`config.mk`:
```
export PLATFORM = sky130hd
export DESIGN_NAME = sqrt_seq_fixp
export DESIGN_NICKNAME = d
export VERILOG_FILES = /design/src/rtl/sqrt_pkg.sv /design/src/rtl/sqrt_step.sv /design/src/rtl/sqrt_seq_fixp.sv
export SDC_FILE = /design/constraint.sdc
export NUM_CORES = 1
export LEC_CHECK = 0
export BUFFER_PORTS_ARGS = -buffer_cell sky130_fd_sc_hd__buf_2
export CAP_MARGIN = 20
export CELL_PAD_IN_SITES_DETAIL_PLACEMENT = 1
export CELL_PAD_IN_SITES_GLOBAL_PLACEMENT = 1
export CORE_UTILIZATION = 46
export CTS_CLUSTER_SIZE = 14
export DETAILED_ROUTE_END_ITERATION = 7
export PLACE_DENSITY = 0.88
export SYNTH_ARGS = -nofsm -noshare
export SYNTH_HDL_FRONTEND = slang
export SYNTH_SLANG_ARGS = --single-unit
```
`constraint.sdc`:
```
create_clock -name clk -period 4.2 [get_ports clk]
set_input_delay 0 -clock clk [delete_from_list [all_inputs] [get_ports clk]]
set_output_delay 0 -clock clk [all_outputs]
set_load 0.03 [all_outputs]
```
`src/rtl/sqrt_pkg.sv`:
```
// Shared definitions for the sequential fixed-point square root:
// FSM encoding, width derivation and rounding-mode constants.
package sqrt_pkg;

  typedef enum logic [1:0] {
    IDLE = 2'd0,
    CALC = 2'd1,
    DONE = 2'd2
  } sqrt_state_t;

  localparam int ROUND_TRUNC   = 0;
  localparam int ROUND_NEAREST = 1;

  // Low two bits of every restoring trial value {root, 01}.
  localparam logic [1:0] TRIAL_LSBS = 2'b01;

  function automatic int sqrt_out_w(input int in_w, input int frac_w);
    return (in_w + 1) / 2 + frac_w;
  endfunction

  function automatic int sqrt_rad_w(input int in_w, input int frac_w);
    return 2 * sqrt_out_w(in_w, frac_w);
  endfunction

endpackage

```
`src/rtl/sqrt_step.sv`:
```
// One restoring square-root iteration: brings down two radicand bits,
// tries to subtract {root, 01} and appends the resulting root bit.
module sqrt_step
  import sqrt_pkg::*;
#(
  parameter int OUT_W = 12
) (
  input  logic [OUT_W-1:0] i_rem,
  input  logic [OUT_W-2:0] i_root,
  input  logic [1:0]       i_rad_bits,
  output logic [OUT_W+1:0] o_rem,
  output logic [OUT_W-1:0] o_root
);

  // Before the last step the partial remainder fits OUT_W bits and the
  // partial root OUT_W-1 bits, so the shifted operands fit OUT_W+2 bits.
  logic [OUT_W+1:0] w_rem_sh;
  logic [OUT_W+1:0] w_trial;
  logic             w_ge;

  assign w_rem_sh = {i_rem, i_rad_bits};
  assign w_trial  = {1'b0, i_root, TRIAL_LSBS};
  assign w_ge     = (w_rem_sh >= w_trial);
  assign o_rem    = w_ge ? (w_rem_sh - w_trial) : w_rem_sh;
  assign o_root   = {i_root, w_ge};

endmodule

```
`src/rtl/sqrt_seq_fixp.sv`:
```
// Sequential fixed-point square root, one root bit per clock, with optional
// round-to-nearest, remainder/saturation outputs and valid/ready handshakes.
module sqrt_seq_fixp
  import sqrt_pkg::*;
#(
  parameter  int IN_W   = 8,
  parameter  int FRAC_W = 8,
  parameter  int ROUND  = 0,
  localparam int OUT_W  = sqrt_out_w(IN_W, FRAC_W),
  localparam int RAD_W  = sqrt_rad_w(IN_W, FRAC_W)
) (
  input  logic             clk,
  input  logic             rst,
  input  logic             in_valid,
  output logic             in_ready,
  input  logic [IN_W-1:0]  in_data,
  output logic             out_valid,
  input  logic             out_ready,
  output logic [OUT_W-1:0] out_root,
  output logic [OUT_W:0]   out_rem,
  output logic             out_sat
);

  localparam int ITER_W = $clog2(OUT_W);

  sqrt_state_t      r_state;
  logic [RAD_W-1:0] r_x;
  logic [OUT_W-1:0] r_rem;
  logic [OUT_W-2:0] r_root;
  logic [ITER_W-1:0] r_iter;
  logic             r_in_ready;
  logic             r_out_valid;
  logic [OUT_W-1:0] r_out_root;
  logic [OUT_W:0]   r_out_rem;
  logic             r_out_sat;

  logic [OUT_W+1:0] w_rem_next;
  logic [OUT_W-1:0] w_root_next;
  logic             w_round_up;
  logic             w_root_max;

  sqrt_step #(
    .OUT_W(OUT_W)
  ) u_step (
    .i_rem      (r_rem),
    .i_root     (r_root),
    .i_rad_bits (r_x[RAD_W-1 -: 2]),
    .o_rem      (w_rem_next),
    .o_root     (w_root_next)
  );

  // rem > r is exactly x >= (r + 0.5)^2 for integers, so no tie case exists.
  assign w_round_up = (ROUND == ROUND_NEAREST) && (w_rem_next > {2'b00, w_root_next});
  assign w_root_max = &w_root_next;

  always_ff @(posedge clk) begin
    if (rst) begin
      r_state     <= IDLE;
      r_x         <= '0;
      r_rem       <= '0;
      r_root      <= '0;
      r_iter      <= '0;
      r_in_ready  <= 1'b1;
      r_out_valid <= 1'b0;
      r_out_root  <= '0;
      r_out_rem   <= '0;
      r_out_sat   <= 1'b0;
    end else begin
      case (r_state)
        IDLE: begin
          if (in_valid && r_in_ready) begin
            r_x        <= RAD_W'(in_data) << (2 * FRAC_W);
            r_rem      <= '0;
            r_root     <= '0;
            r_iter     <= ITER_W'(OUT_W - 1);
            r_in_ready <= 1'b0;
            r_state    <= CALC;
          end
        end
        CALC: begin
          r_x    <= r_x << 2;
          r_rem  <= w_rem_next[OUT_W-1:0];
          r_root <= w_root_next[OUT_W-2:0];
          r_iter <= r_iter - ITER_W'(1);
          if (r_iter == '0) begin
            r_out_rem   <= w_rem_next[OUT_W:0];
            r_out_sat   <= w_round_up && w_root_max;
            r_out_root  <= (w_round_up && !w_root_max) ? (w_root_next + OUT_W'(1)) : w_root_next;
            r_out_valid <= 1'b1;
            r_state     <= DONE;
          end
        end
        DONE: begin
          if (out_ready) begin
            r_out_valid <= 1'b0;
            r_in_ready  <= 1'b1;
            r_state     <= IDLE;
          end
        end
        default: begin
          r_state <= IDLE;
        end
      endcase
    end
  end

  assign in_ready  = r_in_ready;
  assign out_valid = r_out_valid;
  assign out_root  = r_out_root;
  assign out_rem   = r_out_rem;
  assign out_sat   = r_out_sat;

endmodule

```
==> flow_metrics.py <==
metrics = {
    "timing": {
        "setup_viol": 0,
        "max_slew_margin_pct": 51.7,
        "timing.final.crit_share_pct": 72.6,
        "tightestPinTransition_ps": 725,
        "hold_viol_final": 0,
        "fmax_ghz": 0.328,
        "hold_slack_ps": 102,
        "setup_tns_ps": 0,
        "fin_crit_ps": 3050,
        "clock_skew_ps": 8.36,
        "grt_setup_unrepaired": "no",
        "finalMaxSlewViolations": 0,
    },
    "logic_synthesis": {
        "syn_inst": 390,
        "synth_cell_types": 52,
        "ys_ff_latch": 64,
        "synth_area_per_cell_um2": 8.05,
        "yosysWarnings": 0,
        "async_flop_share_pct": 0,
        "synthFlopType": "dfxtp_1",
        "synth_fp_nets": 416,
        "synth_edf_count": 0,
        "syn_area_um2": 3140,
        "ys_seq_area_share_pct": 40.8,
    },
    "global_route": {
        "antenna_found_initial": 0,
        "grt_pass1_vias": 3136,
        "gr-total-overflow": 0,
        "grtUsageTotal_pct": 27.8,
        "grt_max_degree": 59,
        "grt_pass1_wl_um": 15400,
    },
    "critical_path": {
        "path_class": "flop to flop",
        "crit_required_ps": 4480,
        "r2r_start": "r_root[6]",
        "slowest_stage": "a21o_1",
        "startpoint_type": "flop",
        "reg2regPathDepth": 8,
        "worstPathArrival_ps": 3320,
        "end_kind": "flop",
        "slowest_delay_ps": 610,
        "worstPathCellList": "inv_1 -> ha_1 -> nand4_1 -> or4_1 -> o311ai_1 -> a21o_1 -> mux2_2 -> o21ai_0",
        "r2r_slack_ps": 1150,
        "worstPathMaxFanout": 17,
        "worst_r2r_endpoint": "out_rem[1]",
    },
    "finish": {
        "drive_gt1_share_pct": 15.8,
        "syn2layout_area_growth_pct": 17.2,
        "final_area_um2": 3680,
        "nNetsFinal": 457,
        "insertedDiodeCount": 0,
    },
    "power": {
        "power_w": 0.00338,
        "peakVddDrop_v": 0.000554,
        "power.leakage_nw": 1.44,
        "power_density_nw_per_um2": 918,
    },
    "clock_tree": {
        "ctsResizeCount": 0,
        "clkSlewWorstSetupHoldPaths_ps": 80,
        "insertion_delay_ps": 350,
        "cts_max_path_buffers": 2,
        "htree_levels": 3,
        "clock_sinks": 64,
        "cts_tree": "built",
        "cts_made_buffers": 9,
        "cts_root_buf": "clkbuf_8",
    },
    "floorplan": {
        "die_area_um2": 7160,
        "io_pins": 40,
        "start_util_pct": 48.6,
        "coreArea_um2": 6460,
        "std_cell_rows": 29,
        "die_x_um": 84.6,
        "die_h_um": 84.6,
    },
    "route": {
        "routed.top_layer": "met4",
        "wl_met3_um": 359,
        "drc": 0,
        "met2_length_um": 4770,
        "wl_per_cell_um": 18.3,
        "routed-via-count": 3032,
        "drt-initial-drc-count": 137,
        "vias_per_cell": 5.91,
        "drtAntennaViolNets": 0,
        "first_pass_iters": 6,
        "m1WireLength_um": 3880,
        "wl_um": 9380,
    },
    "run_status": {
        "status": "completed",
    },
    "placement": {
        "routabilityCongestion": 0.842,
        "place_area_um2": 3360,
        "port_buffers": 38,
        "dp_hpwl_um": 5900,
    },
    "job": {
        "cap_violations": 0,
    },
    "worst_hold_path": {
        "min_from": "in_valid",
        "whs_endpoint": "in_ready",
        "hp-class": "input pin to flop",
        "holdPathStages": 4,
    },
}
-- how the worst max path moves through the flow --
stage | start | endpoint | cells after the start
2_1_floorplan | r_root[6] | out_rem[11] | 10
3_3_place_gp | r_root[6] | out_rem[1] | 8
3_5_place_dp | r_root[9] | out_rem[1] | 8
4_1_cts | r_root[6] | out_rem[1] | 8
5_1_grt | r_root[6] | out_rem[1] | 8
6_report | r_root[6] | out_rem[1] | 8
-- cells in the final DEF (no fill, tap or decap), drive strengths merged, types with 2 or more instances in the layout --
cell         netlist  final
dfxtp             64     64
ha                14     14
a22oi              6      6
o21a               4      4
or2                2      2
a211oi            12     12
nand2             64     64
xnor2              6      6
inv               22     22
a31oi              3      3
o211ai             3      3
nand4b             2      2
nand4              3      3
buf                6     44
a21o               4      4
nor3               6      6
nand3             17     17
nand3b             5      5
a21oi             44     44
clkinv             0      2
o21ai             21     21
mux2i              7      7
dlygate4sd3        0      9
clkbuf            17     10
nor2              25     25
clkinvlp           0      2
xor2               3      3
bufinv             0      2
o31ai              3      3
a2111oi            2      2
nor3b              3      3
or4                2      2
or3b               2      2
-- report_power, final --
part | switching, W | internal, W
logic | 0.00121 | 0.000754
registers | 0.0000909 | 0.000709
clock network | 0.000258 | 0.000352
total | 0.00156 | 0.00182
-- final cells by class --
class | instances | area [um2]
multi-input combinational | 281 | 1660
tap | 77 | 96.3
sequential | 64 | 1280
inverter | 22 | 82.6
timing repair buffer | 53 | 325
clock buffer | 10 | 138
clock inverter | 6 | 92.6
fill | 807 | 2780
-- Yosys cell counts, drive strengths merged, types with 6 or more instances --
library cell | count | area, um2
a211oi | 12 | 90.1
a21oi | 44 | 220
a22oi | 6 | 45.0
buf | 6 | 51.3
clkbuf | 17 | 63.8
dfxtp | 64 | 1280
ha | 14 | 175
inv | 22 | 82.6
mux2i | 7 | 70.1
nand2 | 64 | 240
nand3 | 17 | 85.1
nor2 | 25 | 93.8
nor3 | 6 | 30.0
o21ai | 21 | 105
xnor2 | 6 | 52.6
-- routing by layer --
layer  up-vias  GRT usage (%)
li1       1449              -
met1      1480           30.4
met2        74           50.0
met3        29           6.78
met4         0           13.9
met5         -              0
-- repair_timing --
action	in CTS	in global routing
endpoints found under the hold margin	10	0
buffers inserted	0	0
hold buffers	9	0
-- logic make-up after synthesis --
family | synth area share, %
buf+inv | 6.30
mux | 2.59
fa+ha+maj | 5.58
other cells | 0.120
xor+xnor | 2.51
flops | 40.8
compound gates | 21.5
simple gates | 20.6
-- critical path, delay by kind of cell, from the launching register on --
family / cells / cell delay (ps)
compound gates: 3 / 900
fa+ha+maj: 1 / 420
buf+inv: 1 / 60
flops: 1 / 380
mux: 1 / 420
simple gates: 2 / 790
-- state kept, by name (all words and copies together), names as in the netlist --
signal and count:
r_x 8, r_rem 12, out_valid 1, out_root 12
r_root 11, out_rem 13, in_ready 1, r_iter 4
r_state 2
-- through the flow --
stage | cells | utilization [%] | worst slack, ps
floorplan | 390 | - | 1860
global placement | 488 | 52.0 | 1390
detailed placement | 488 | 52.0 | 1190
CTS | 513 | 56.9 | 1180
global route | 513 | 56.9 | 985
finish | 513 | 56.9 | 1150
Note: power is estimated with default switching activity, not from simulation.
